`config.mk`:
```
export PLATFORM = sky130hd
export DESIGN_NAME = bus_arbiter
export DESIGN_NICKNAME = d
export VERILOG_FILES = /design/src/rtl/bus_arbiter.sv
export SDC_FILE = /design/constraint.sdc
export NUM_CORES = 1
export LEC_CHECK = 0
export ABC_AREA = 1
export CAP_MARGIN = 20
export CORE_ASPECT_RATIO = 0.7
export CORE_MARGIN = 3
export CORE_UTILIZATION = 40
export CTS_CLUSTER_SIZE = 8
export DETAILED_ROUTE_END_ITERATION = 6
export PLACE_DENSITY_LB_ADDON = 0.25
export SLEW_MARGIN = 10
export SYNTH_ARGS = -nofsm -noshare
export SYNTH_HDL_FRONTEND = slang
export SYNTH_SLANG_ARGS = --single-unit
export TNS_END_PERCENT = 1
```
`constraint.sdc`:
```
create_clock -name CPUCLK_IN -period 3.9 [get_ports CPUCLK_IN]
set_input_delay 0.585 -clock CPUCLK_IN [delete_from_list [all_inputs] [get_ports CPUCLK_IN]]
set_output_delay 0.585 -clock CPUCLK_IN [all_outputs]
set_load 0.05 [all_outputs]
```
`src/rtl/bus_arbiter.sv`:
```
// Two-requester round-robin bus arbiter. It requests the bus from the CPU
// (BR / BG / BGACK protocol) on behalf of the winning requester.
module bus_arbiter #(
  parameter int unsigned BG_TIMEOUT = 255,
  parameter int unsigned MAX_TENURE = 1023
) (
  input  logic       CPUCLK_IN,
  input  logic       RESET_n_IN,
  input  logic       RUN_IN,
  input  logic       REQ0_IN,
  input  logic       REQ1_IN,
  input  logic       BG_IN,
  input  logic       AS_IN,
  input  logic       DTACK_IN,
  output logic       BR,
  output logic       BGACK,
  output logic       GNT0,
  output logic       GNT1,
  output logic       BUSY,
  output logic       TIMEOUT,
  output logic [2:0] state_o
);

  // Handshake: BR is raised while a request is pending. Ownership is taken
  // once BG_IN has been seen and the bus is quiet (AS_IN=0, DTACK_IN=0).
  // On that edge BR falls and BGACK rises.
  typedef enum logic [2:0] {
    ST_IDLE     = 3'd0,
    ST_REQUEST  = 3'd1,
    ST_WAIT_BUS = 3'd2,
    ST_OWNED    = 3'd3,
    ST_RELEASE  = 3'd4
  } state_e;

  localparam logic [7:0] BG_LAST  = 8'(BG_TIMEOUT - 1);
  localparam bit         TEN_EN   = (MAX_TENURE != 0);
  localparam logic [9:0] TEN_LAST = TEN_EN ? 10'(MAX_TENURE - 1) : 10'd0;

  state_e     state_q, state_d;
  logic       owner_q, owner_d;
  logic       last_q, last_d;
  logic [7:0] wait_cnt_q, wait_cnt_d;
  logic [9:0] ten_cnt_q, ten_cnt_d;
  logic       pulse_d;
  logic       br_q, br_d;
  logic       bgack_q, bgack_d;
  logic       gnt0_q, gnt0_d;
  logic       gnt1_q, gnt1_d;
  logic       busy_q, busy_d;
  logic       timeout_q;

  logic req_own;
  logic bg_expired;
  logic ten_expired;

  assign req_own     = owner_q ? REQ1_IN : REQ0_IN;
  assign bg_expired  = (wait_cnt_q == BG_LAST);
  assign ten_expired = TEN_EN && (ten_cnt_q >= TEN_LAST);

  always_ff @(posedge CPUCLK_IN) begin
    if (!RESET_n_IN) begin
      state_q    <= ST_IDLE;
      owner_q    <= 1'b0;
      last_q     <= 1'b1;  // requester 0 wins the first tie
      wait_cnt_q <= 8'd0;
      ten_cnt_q  <= 10'd0;
      br_q       <= 1'b0;
      bgack_q    <= 1'b0;
      gnt0_q     <= 1'b0;
      gnt1_q     <= 1'b0;
      busy_q     <= 1'b0;
      timeout_q  <= 1'b0;
    end else begin
      state_q    <= state_d;
      owner_q    <= owner_d;
      last_q     <= last_d;
      wait_cnt_q <= wait_cnt_d;
      ten_cnt_q  <= ten_cnt_d;
      br_q       <= br_d;
      bgack_q    <= bgack_d;
      gnt0_q     <= gnt0_d;
      gnt1_q     <= gnt1_d;
      busy_q     <= busy_d;
      timeout_q  <= pulse_d;
    end
  end

  always_comb begin
    state_d = state_q;
    owner_d = owner_q;
    last_d  = last_q;
    pulse_d = 1'b0;
    unique case (state_q)
      ST_IDLE: begin
        if (RUN_IN && (REQ0_IN || REQ1_IN)) begin
          state_d = ST_REQUEST;
          owner_d = (REQ0_IN && REQ1_IN) ? ~last_q : REQ1_IN;
        end
      end
      ST_REQUEST: begin
        // Withdrawal beats BG_IN; BG_IN beats the abort timer.
        if (!req_own || !RUN_IN) begin
          state_d = ST_IDLE;
        end else if (BG_IN) begin
          state_d = ST_WAIT_BUS;
        end else if (bg_expired) begin
          state_d = ST_IDLE;
          pulse_d = 1'b1;
          last_d  = owner_q;
        end
      end
      ST_WAIT_BUS: begin
        if (!req_own || !RUN_IN) begin
          state_d = ST_IDLE;
        end else if (!AS_IN && !DTACK_IN) begin
          state_d = ST_OWNED;
          last_d  = owner_q;
        end
      end
      ST_OWNED: begin
        // A voluntary release masks a coincident tenure expiry.
        if (!req_own) begin
          state_d = ST_RELEASE;
        end else if (ten_expired && !AS_IN) begin
          state_d = ST_RELEASE;
          pulse_d = 1'b1;
        end
      end
      ST_RELEASE: state_d = ST_IDLE;
      default:    state_d = ST_IDLE;
    endcase

    wait_cnt_d = wait_cnt_q;
    ten_cnt_d  = ten_cnt_q;
    if (state_d != state_q) begin
      wait_cnt_d = 8'd0;
      ten_cnt_d  = 10'd0;
    end else begin
      if (state_q == ST_REQUEST && wait_cnt_q != 8'hFF)
        wait_cnt_d = wait_cnt_q + 8'd1;
      if (state_q == ST_OWNED && ten_cnt_q != 10'h3FF)
        ten_cnt_d = ten_cnt_q + 10'd1;
    end
  end

  always_comb begin
    br_d    = (state_d == ST_REQUEST) || (state_d == ST_WAIT_BUS);
    bgack_d = (state_d == ST_OWNED);
    gnt0_d  = (state_d == ST_OWNED) && !owner_d;
    gnt1_d  = (state_d == ST_OWNED) && owner_d;
    busy_d  = (state_d != ST_IDLE);
  end

  assign BR      = br_q;
  assign BGACK   = bgack_q;
  assign GNT0    = gnt0_q;
  assign GNT1    = gnt1_q;
  assign BUSY    = busy_q;
  assign TIMEOUT = timeout_q;
  assign state_o = state_q;

endmodule

```
==> results of run 1 <==
-- logic make-up after synthesis --
logic type | count (synthesis)
compound gates | 17
buf+inv | 41
fa+ha+maj | 4
xor+xnor | 13
simple gates | 132
flops | 29
-- registers in the layout (all words and copies together) (netlist names) --
register,cells
owner_q,1
BGACK,1
GNT0,1
BUSY,1
TIMEOUT,1
last_q,1
ten_cnt_q,10
wait_cnt_q,8
BR,1
state_o,3
GNT1,1
-- cells in the mapped netlist --
cell type and count:
nand2_1 49, inv_1 39, nor2_1 35, dfxtp_1 29, nand3_1 13, nor2_4 12, xor2_1 10, nand4_1 8
o21ai_0 8, a21oi_1 7, nand2_2 6, ha_1 4, nor2_2 3, xnor2_1 3, nand3b_1 2, nor3_1 2
a21oi_2 1, buf_12 1, buf_4 1, nand2_4 1, nand3_2 1, o22ai_1 1
-- worst max-delay path by stage --
stage,cells past startpoint,end,slack (ps),from
after global routing,9,ten_cnt_q[6]$_SDFFE_PP0P_,1540,ten_cnt_q[0]$_SDFFE_PP0P_
after detailed placement,11,wait_cnt_q[5]$_SDFFE_PP0P_,1580,REQ0_IN
final,1,state_o[0],1710,state_o[0]$_SDFF_PN0_
after global placement,11,wait_cnt_q[2]$_SDFFE_PP0P_,1600,REQ0_IN
after CTS,1,state_o[0],1710,state_o[0]$_SDFF_PN0_
after floorplan,10,ten_cnt_q[5]$_SDFFE_PP0P_,2080,state_o[0]$_SDFF_PN0_
-- placed cells by master (no fill, tap or decap) --
| master | n |
|---|---|
| nor2_1 | 35 |
| a21oi_1 | 7 |
| xnor2_1 | 3 |
| nor2_2 | 3 |
| dfxtp_1 | 29 |
| clkbuf_1 | 1 |
| nand3_2 | 1 |
| nand3b_1 | 2 |
| o22ai_1 | 1 |
| a21oi_2 | 1 |
| nand3_1 | 13 |
| nand4_1 | 8 |
| nor3_1 | 2 |
| nand2_4 | 1 |
| o21ai_0 | 8 |
| clkdlybuf4s50_1 | 16 |
| nor2_4 | 12 |
| nand2_1 | 49 |
| inv_1 | 39 |
| clkbuf_8 | 6 |
| ha_1 | 4 |
| nand2_2 | 6 |
| xor2_1 | 10 |
-- per-stage QoR --
step,worst slack (ps),instance area [sq um]
after global placement,1600,1870
after floorplan,2080,1680
after CTS,1710,1960
final,1710,1960
after detailed placement,1580,1870
after global routing,1540,1960
-- where the power goes --
part	leakage, nW	internal, mW	switching [mW]	total [mW]
sequential	0.234	0.300	0.00347	0.304
clock	0.0443	0.140	0.117	0.257
combinational	0.470	0.0212	0.0436	0.0649
total	0.749	0.461	0.164	0.625
-- cell type report --
type / instances / area (sq um) / area share [%]
inverter: 39 / 146 / 7.47
clock buffer: 7 / 86.3 / 4.40
multi-input combinational: 166 / 922 / 47.0
sequential: 29 / 581 / 29.6
tap: 52 / 65.1 / 3.32
timing repair buffer: 16 / 160 / 8.17
-- metal layers --
layer	track usage, %	up-vias
li1	-	768
met3	4.96	10
met4	7.93	0
met5	0	-
met1	19.6	617
met2	20.2	25
==> summary.txt, run 1 <==
=================================================================================================
Number of instances in the synthesized netlist                                                236
Root buffer cell                                                                         clkbuf_8
Antenna Cells                                                                                   0
Number of antenna violations at the first check in global routing                               0
Syn nets                                                                                      248
Routability-driven placement congestion ratio                                               0.806
Hold path cells                                                                                 2
Finish-stage setup viols                                                                        0
Setup repair after global routing missed its margin                                         false
Routed via count divided by cell count                                                       4.60
DRC violation count after routing                                                               0
Crit Reg-Reg Startpoint                                                              ten_cnt_q[0]$_SDFFE_PP0P_
Transition time at the pin with the least slew margin                                      493 ps
Share of Yosys cell area claimed by the top area cell type                                  34.6%
Number of DRC markers after the initial detailed-route iteration                               78
Number of distinct library cell variants in the gate-level netlist after synthesis             22
End of the worst register-to-register path                                           ten_cnt_q[8]$_SDFFE_PP0P_
Overall global routing resource usage                                                       14.5%
Number of optimization iterations in the first detailed-route pass                              4
Minimum clock period after layout                                                         2190 ps
Buffer count from post-CTS setup fixing                                                         0
Pins Over Slew Limit                                                                            0
Highest signal layer in the routed design                                                    met4
Peak fanout along the critical path                                                             8
Number of vias in the routed layout                                                          1420
Area of the die                                                                      0.00502 sq mm
Setup Crit Path Kind                                                                 flip-flop to output pin
Largest net degree at the start of global routing                                              19
Final clock skew                                                                          5.88 ps
Stage delay of the slowest cell on the critical path                                       850 ps
Library cell occupying the most area in the post-synthesis netlist                        dfxtp_1
Maximum clock insertion buffer count                                                            2
Share of synthesized area occupied by flip-flops and latches                                34.6%
Nets                                                                                          269
Site Rows                                                                                      19
Crit path max-delay cell type                                                        clkdlybuf4s50_1
Relative slew slack                                                                         67.0%
Remaining global-route overflow                                                                 0
Post-synthesis share of cell area spent on xor and xnor gates                               6.79%
Starting density of the core                                                                42.2%
Floorplan Core Area                                                                  0.00397 sq mm
Final setup TNS                                                                              0 ps
Detailed-route wire length per cell                                                       10.5 um
Final period utilization                                                                    56.2%
Share of synthesized cell area in and, or, nand and nor gates                               39.9%
Area grow syn2layout                                                                        16.9%
Main area contributors after synthesis                                               dfxtp_1 (35%), nand2_1 (11%), inv_1 (8.7%), nor2_4 (8.1%), nor2_1 (7.8%)
Die width                                                                                 83.4 um
TritonCTS sink count                                                                           29
Clock tree from TritonCTS                                                                   built
Share of final-layout standard cells stronger than drive strength 1                         11.7%
Instance count after placement with tap cells included                                        302
Adder-Cell Fraction of Synth Area                                                           2.99%
Setup slack of the most critical reg-to-reg path                                          1760 ps
Area of the mapped netlist                                                           0.00168 sq mm
Multiplexer area fraction after synthesis                                                      0%
Hold_sp                                                                              last_q$_SDFFE_PN1P_
Filler Cell Count                                                                             385
Startpoint Class                                                                        flip-flop
CP Capture Type                                                                        output pin
CP cell instances                                                                    clkdlybuf4s50_1
Routed wire length on met3                                                                 164 um
Register bit count reported by yosys                                                           29
Path category of the worst min-delay check                                           flip-flop to flip-flop
Hold buffers post-CTS                                                                           0
Synthesized area per cell                                                              7.10 sq um
Buffer and inverter count on the worst path                                                     1
Routed met1 length                                                                        1.78 mm
Count of antenna-violating nets left after detailed routing                                     0
Smallest hold slack                                                                        506 ps
Signal arrival time at the worst endpoint                                                 1610 ps
Leak                                                                                     0.749 nW
Die Ht                                                                                    60.2 um
Total power                                                                              0.625 mW
Cell family with most CP delay                                                       buffers and inverters
Maximum clock frequency                                                                   456 MHz
Cells on worst reg2reg path                                                                     9
Num CTS Buffers                                                                                 5
Status                                                                               finished clean
Dominant combinational cell family by area after synthesis                           simple AND/OR/NAND/NOR gates
Final Routed Wirelength                                                                   3.24 mm
Post-cts repair resize count                                                                    0
Power per standard cell area                                                          319 mW/mm^2
Required time of the critical path                                                        3310 ps
Clock latency reported for the late side of the worst-skew pair                            290 ps
Final Instance Count excl. Fillers                                                            309
Max-capacitance violation count                                                                 0
YS warnings                                                                                     0
Met2 Wirelength                                                                           1.23 mm
Via count of the first global-routing pass                                                   1261
Worst min-delay path endpoint                                                        last_q$_SDFFE_PN1P_
Count of buffers inserted at the top-level ports                                               16
IO Pins                                                                                        17
Fraction of the mapped netlist area in compound gates                                       5.37%
Wire length of the first global-routing pass                                              5.60 mm
Final core utilization                                                                      49.4%
Count of H-tree levels built during CTS                                                         2
Sum of net half-perimeters after detailed placement                                       2.41 mm
Final-report hold violation count                                                               0
Clock-pin slew of the registers on the worst-case setup and hold paths                      60 ps
Maximum vdd ir drop                                                                    0.000259 V
=================================================================================================
Note: power is estimated with default switching activity, not from simulation.
==> run 2, diff against run 1 <==
==> constraint.sdc (replaced) <==
create_clock -name CPUCLK_IN -period 1.9 [get_ports CPUCLK_IN]
set_input_delay 0.285 -clock CPUCLK_IN [delete_from_list [all_inputs] [get_ports CPUCLK_IN]]
set_output_delay 0.285 -clock CPUCLK_IN [all_outputs]
set_load 0.05 [all_outputs]
==> summary.txt, run 2 (synthesized netlist as in run 1, its figures left out) <==
=====================================================================================
Area of the die                                                          0.00502 sq mm   unchanged
Max-capacitance violation count                                                     0   unchanged
Num CTS Buffers                                                                     5   unchanged
Transition time at the pin with the least slew margin                          498 ps   was 493 ps
Finish-stage setup viols                                                            0   unchanged
Routed via count divided by cell count                                           4.61   was 4.60
Wire length of the first global-routing pass                                  5.71 mm   was 5.60 mm
IO Pins                                                                            17   unchanged
Setup slack of the most critical reg-to-reg path                               170 ps   was 1760 ps
Die Ht                                                                        60.2 um   unchanged
First element of the critical path                                       state_o[1]$_SDFF_PN0_   was state_o[0]$_SDFF_PN0_
Relative slew slack                                                             66.7%   was 67.0%
Maximum clock insertion buffer count                                                2   unchanged
Number of vias in the routed layout                                              1490   was 1420
Nets                                                                              282   was 269
Routability-driven placement congestion ratio                                   0.884   was 0.806
Antenna Cells                                                                       0   unchanged
Status                                                                   finished clean   unchanged
Crit path max-delay cell type                                            clkdlybuf4s50_1   unchanged
Setup repair after global routing missed its margin                             false   unchanged
Starting density of the core                                                    42.2%   unchanged
Final Instance Count excl. Fillers                                                323   was 309
Final period utilization                                                        96.1%
Clock tree from TritonCTS                                                       built   unchanged
Startpoint Class                                                            flip-flop   unchanged
Site Rows                                                                          19   unchanged
Clock latency reported for the late side of the worst-skew pair                280 ps   was 290 ps
Hold_sp                                                                  last_q$_SDFFE_PN1P_   unchanged
Share of final-layout standard cells stronger than drive strength 1             17.0%   was 11.7%
Final core utilization                                                          53.2%   was 49.4%
Overall global routing resource usage                                           14.6%   was 14.5%
Clock-pin slew of the registers on the worst-case setup and hold paths          70 ps   was 60 ps
Minimum clock period after layout                                             1830 ps
Cell family with most CP delay                                           buffers and inverters   unchanged
Leak                                                                         0.831 nW   was 0.749 nW
Smallest hold slack                                                            507 ps   was 506 ps
DRC violation count after routing                                                   0   unchanged
Maximum vdd ir drop                                                        0.000452 V   was 0.000259 V
Number of DRC markers after the initial detailed-route iteration                   65   was 78
Detailed-route wire length per cell                                           10.4 um   was 10.5 um
Pins Over Slew Limit                                                                0   unchanged
Root buffer cell                                                             clkbuf_8   unchanged
Signal arrival time at the worst endpoint                                     1540 ps   was 1610 ps
Sum of net half-perimeters after detailed placement                           2.59 mm   was 2.41 mm
Count of buffers inserted at the top-level ports                                   16   unchanged
Remaining global-route overflow                                                     0   unchanged
Area grow syn2layout                                                            25.9%   was 16.9%
Leading cell type in the layout, fill and taps excluded                       nand2_1   unchanged
Count of antenna-violating nets left after detailed routing                         0   unchanged
CP cell instances                                                        clkdlybuf4s50_1   unchanged
Largest net degree at the start of global routing                                  19   unchanged
Via count of the first global-routing pass                                       1261   unchanged
Setup Crit Path Kind                                                     flip-flop to output pin   unchanged
Die width                                                                     83.4 um   unchanged
Final Routed Wirelength                                                       3.35 mm   was 3.24 mm
Crit Reg-Reg Startpoint                                                  ten_cnt_q[1]$_SDFFE_PP0P_   was ten_cnt_q[0]$_SDFFE_PP0P_
Floorplan Core Area                                                      0.00397 sq mm   unchanged
Path category of the worst min-delay check                               flip-flop to flip-flop   unchanged
Number of optimization iterations in the first detailed-route pass                  4   unchanged
Commonest non-fill, non-tap cells in the layout                          nand2_1 (49), inv_1 (39), nor2_1 (35)   unchanged
Instance count after placement with tap cells included                            315   was 302
Required time of the critical path                                            1620 ps   was 3310 ps
Power per standard cell area                                              684 mW/mm^2   was 319 mW/mm^2
CP Capture Type                                                            output pin   unchanged
Stage delay of the slowest cell on the critical path                           830 ps   was 850 ps
Peak fanout along the critical path                                                 6   was 8
TritonCTS sink count                                                               29   unchanged
Final setup TNS                                                                  0 ps   unchanged
Final clock skew                                                              7.98 ps   was 5.88 ps
Final-report hold violation count                                                   0   unchanged
Max FFs per register                                                               10   unchanged
Count of H-tree levels built during CTS                                             2   unchanged
Maximum clock frequency                                                       548 MHz
Number of antenna violations at the first check in global routing                   0   unchanged
Buffer and inverter count on the worst path                                         1   unchanged
Register with the most flip-flops                                           ten_cnt_q   unchanged
=====================================================================================
run 2: cell types whose count changed in the layout (fill, tap and decap cells not counted), sizes merged:
| cell | previous run | this run |
|---|---|---|
| clkinvlp | 0 | 1 |
| clkbuf | 7 | 6 |
| clkdlybuf4s50 | 16 | 15 |
| bufinv | 0 | 1 |
| buf | 0 | 14 |
run 2: worst paths after layout:
kind	endpoint	cells past startpoint
hold reg to reg	last_q$_SDFFE_PN1P_	2
setup reg to reg	wait_cnt_q[4]$_SDFFE_PP0P_	9
hold / removal	last_q$_SDFFE_PN1P_	2
setup / recovery	state_o[1]	1
run 2: metal layers:
layer  vias to the layer above  track usage [%]  routed length, um  part of all wire (%)
met5                         -                0                  0                     0
met4                         0             5.59                 47                   1.4
met3                         7             4.41                148                   4.4
met2                        25             20.7               1380                    41
met1                       663             20.7               1770                    53
li1                        795                -                  -                     -
run 2: metrics by stage:
stage          area (sq um)  setup slack, ps  power [mW]
3_3_place_gp           1980            -28.5       0.778
3_5_place_dp           1980            -65.3       0.777
4_1_cts                2100             54.8        1.45
6_report               2110             73.7        1.44
2_1_floorplan          1680             78.1       0.737
5_1_grt                2110             9.78        1.51
run 2: layout make-up:
cell class                 instances  area, sq um
tap                               52         65.1
sequential                        29          581
inverter                          39          146
clock inverter                     2         37.5
clock buffer                       6         82.6
fill                             392         1860
timing repair buffer              29          268
multi-input combinational        166          931
run 2: repair_timing:
| item | in CTS | in global routing |
|---|---|---|
| hold buffers | 0 | 0 |
| endpoints found under the setup margin | 0 | 18 |
| buffers inserted | 0 | 0 |
| gates resized for setup | 0 | 1 |
run 2: worst reg2reg max path: stages, from the launching register on:
cell and delay [ps]:
dfxtp_1 390, ha_1 170, nor2_1 50, nor2_1 160
nand3_2 120, a21oi_2 210, nand3_1 130, nand2_2 140
nand2_8 160, nor2_1 140
run 2: where the power goes:
group	internal, mW	switching, mW	total, mW
Sequential	0.616	0.00703	0.623
Combinational	0.0513	0.0936	0.145
Clock	0.426	0.249	0.675
Total	1.09	0.350	1.44
==> run 3, diff against run 2 <==
--- a/config.mk
+++ b/config.mk
@@ -9,9 +9,10 @@
 export CAP_MARGIN = 20
 export CORE_ASPECT_RATIO = 0.7
 export CORE_MARGIN = 3
-export CORE_UTILIZATION = 40
+export CORE_UTILIZATION = 50
 export CTS_CLUSTER_SIZE = 8
 export DETAILED_ROUTE_END_ITERATION = 6
+export HOLD_SLACK_MARGIN = 0.15
 export PLACE_DENSITY_LB_ADDON = 0.25
 export SLEW_MARGIN = 10
 export SYNTH_ARGS = -nofsm -noshare
==> summary.txt, run 3 (synthesized netlist as in run 1, its figures left out) <==
=====================================================================================
Status                                                                   finished clean   unchanged
Routability-driven placement congestion ratio                                   0.864   was 0.884
Max-capacitance violation count                                                     0   unchanged
Peak fanout along the critical path                                                 6   unchanged
Pins Over Slew Limit                                                                0   unchanged
Root buffer cell                                                             clkbuf_8   unchanged
Final clock skew                                                              2.31 ps   was 7.98 ps
Sum of net half-perimeters after detailed placement                           2.57 mm   was 2.59 mm
Post-route worst setup slack                                                  86.6 ps   was 73.7 ps
Number of antenna violations at the first check in global routing                   0   unchanged
Number of optimization iterations in the first detailed-route pass                  5   was 4
Finish-stage setup viols                                                            0   unchanged
Wire length of the first global-routing pass                                  5.80 mm   was 5.71 mm
Total power                                                                   1.29 mW   was 1.44 mW
Die width                                                                     75.2 um   was 83.4 um
Final period utilization                                                        95.4%   was 96.1%
Signal arrival time at the worst endpoint                                     1530 ps   was 1540 ps
Floorplan Core Area                                                      0.00298 sq mm   was 0.00397 sq mm
Crit path max-delay cell type                                            clkdlybuf4s50_1   unchanged
Clock latency reported for the late side of the worst-skew pair                280 ps   about the same
CP Capture Type                                                            output pin   unchanged
Placement Setup Slack                                                        -96.7 ps   was -65.3 ps
Number of vias in the routed layout                                              1576   was 1490
Cell family with most CP delay                                           buffers and inverters   unchanged
Area after detailed placement                                            0.00197 sq mm   was 0.00198 sq mm
Final Routed Wirelength                                                       3.77 mm   was 3.35 mm
Final core utilization                                                          71.7%   was 53.2%
Site Rows                                                                          16   was 19
Buffer and inverter count on the worst path                                         1   unchanged
Maximum clock insertion buffer count                                                2   unchanged
Count of H-tree levels built during CTS                                             2   unchanged
Register area                                                               581 sq um   unchanged
Count of buffers inserted at the top-level ports                                   16   unchanged
Power per standard cell area                                              601 mW/mm^2   was 684 mW/mm^2
Final setup TNS                                                                  0 ps   unchanged
Clock-pin slew of the registers on the worst-case setup and hold paths          60 ps   was 70 ps
Minimum clock period after layout                                             1810 ps   was 1830 ps
Starting density of the core                                                    56.2%   was 42.2%
Path category of the worst min-delay check                               flip-flop to flip-flop   unchanged
Max FFs per register                                                               10   unchanged
Relative slew slack                                                             67.2%   was 66.7%
Clock tree from TritonCTS                                                       built   unchanged
Setup Crit Path Kind                                                     flip-flop to output pin   unchanged
Area of all placed cells without fillers                                 0.00214 sq mm   was 0.00211 sq mm
Leak                                                                         0.861 nW   was 0.831 nW
Nets                                                                              288   was 282
Via count of the first global-routing pass                                       1345   was 1261
Register with the most flip-flops                                           ten_cnt_q   unchanged
Leading cell type in the layout, fill and taps excluded                       nand2_1   unchanged
Maximum vdd ir drop                                                        0.000417 V   was 0.000452 V
Largest net degree at the start of global routing                                  19   unchanged
Area of the die                                                          0.00410 sq mm   was 0.00502 sq mm
DRC violation count after routing                                                   0   unchanged
Overall global routing resource usage                                           19.4%   was 14.6%
Stage delay of the slowest cell on the critical path                           840 ps   was 830 ps
Remaining global-route overflow                                                     0   unchanged
Num CTS Buffers                                                                     5   unchanged
Routed via count divided by cell count                                           5.04   was 4.61
Share of final-layout standard cells stronger than drive strength 1             18.8%   was 17.0%
Commonest non-fill, non-tap cells in the layout                          nand2_1 (49), inv_1 (39), nor2_1 (34)   was nand2_1 (49), inv_1 (39), nor2_1 (35)
Die Ht                                                                        54.5 um   was 60.2 um
TritonCTS sink count                                                               29   unchanged
Instance count after placement with tap cells included                            300   was 315
IO Pins                                                                            17   unchanged
Filler Cell Count                                                                 250   was 392
Final Instance Count excl. Fillers                                                313   was 323
Startpoint Class                                                            flip-flop   unchanged
CP cell instances                                                        clkdlybuf4s50_1   unchanged
Maximum clock frequency                                                       551 MHz   was 548 MHz
Antenna Cells                                                                       0   unchanged
Final-report hold violation count                                                   0   unchanged
Smallest hold slack                                                            509 ps   was 507 ps
Area occupied by multi-input gates                                          981 sq um   was 931 sq um
Detailed-route wire length per cell                                           12.0 um   was 10.4 um
Required time of the critical path                                            1620 ps   about the same
Hold buffers post-CTS                                                               0   unchanged
Count of antenna-violating nets left after detailed routing                         0   unchanged
Area grow syn2layout                                                            27.5%   was 25.9%
Number of DRC markers after the initial detailed-route iteration                  174   was 65
Transition time at the pin with the least slew margin                          491 ps   was 498 ps
=====================================================================================
## run 3: changes by cell type in the layout (fill, tap and decap cells not counted), moves of 2 or more
cell      before  now
nand2_4        0    3
buf_4         13   15
o21ai_1        0    2
o21ai_0        8    6
clkinv_2       0    2
## run 3: timing repair
action                                  in CTS  in global routing
buffers inserted                             0                  2
endpoints found under the setup margin       0                 18
resized for setup                            0                  6
## run 3: layer usage
metal  vias up  global-route usage, %  share of wire [%]
li1        811                      -                  -
met1       716                   27.1                 49
met2        42                   27.6                 43
met3         7                   5.50                6.2
met4         0                   8.72                1.5
met5         -                      0                  0
## run 3: path summary, 6_finish.rpt
kind,startpoint,to,slack (ps),depth (start not counted)
worst min-delay path,owner_q$_SDFF_PN0_,last_q$_SDFFE_PN1P_,510,2
worst max register to register,ten_cnt_q[0]$_SDFFE_PP0P_,ten_cnt_q[7]$_SDFFE_PP0P_,140,11
worst max-delay path,state_o[1]$_SDFF_PN0_,state_o[1],90,1
worst min register to register,owner_q$_SDFF_PN0_,last_q$_SDFFE_PN1P_,510,2
## run 3: power breakdown
| part | internal, mW | switching, mW | leakage [nW] |
|---|---|---|---|
| Sequential | 0.616 | 0.00692 | 0.234 |
| Clock | 0.253 | 0.228 | 0.0450 |
| Combinational | 0.0654 | 0.117 | 0.581 |
| Total | 0.934 | 0.352 | 0.861 |
## run 3: final cells by class
type / count / area share (%)
Clock buffer: 6 / 3.39
Clock inverter: 2 / 0.468
Inverter: 39 / 6.85
Multi-Input combinational cell: 169 / 45.9
Sequential cell: 29 / 27.2
Tap cell: 36 / 2.11
Timing Repair Buffer: 32 / 14.2
## run 3: tightest hold or removal path, stage by stage, from the launching register on
cell and delay (ps):
dfxtp_1 330, nand2_1 70, nand3_1 50
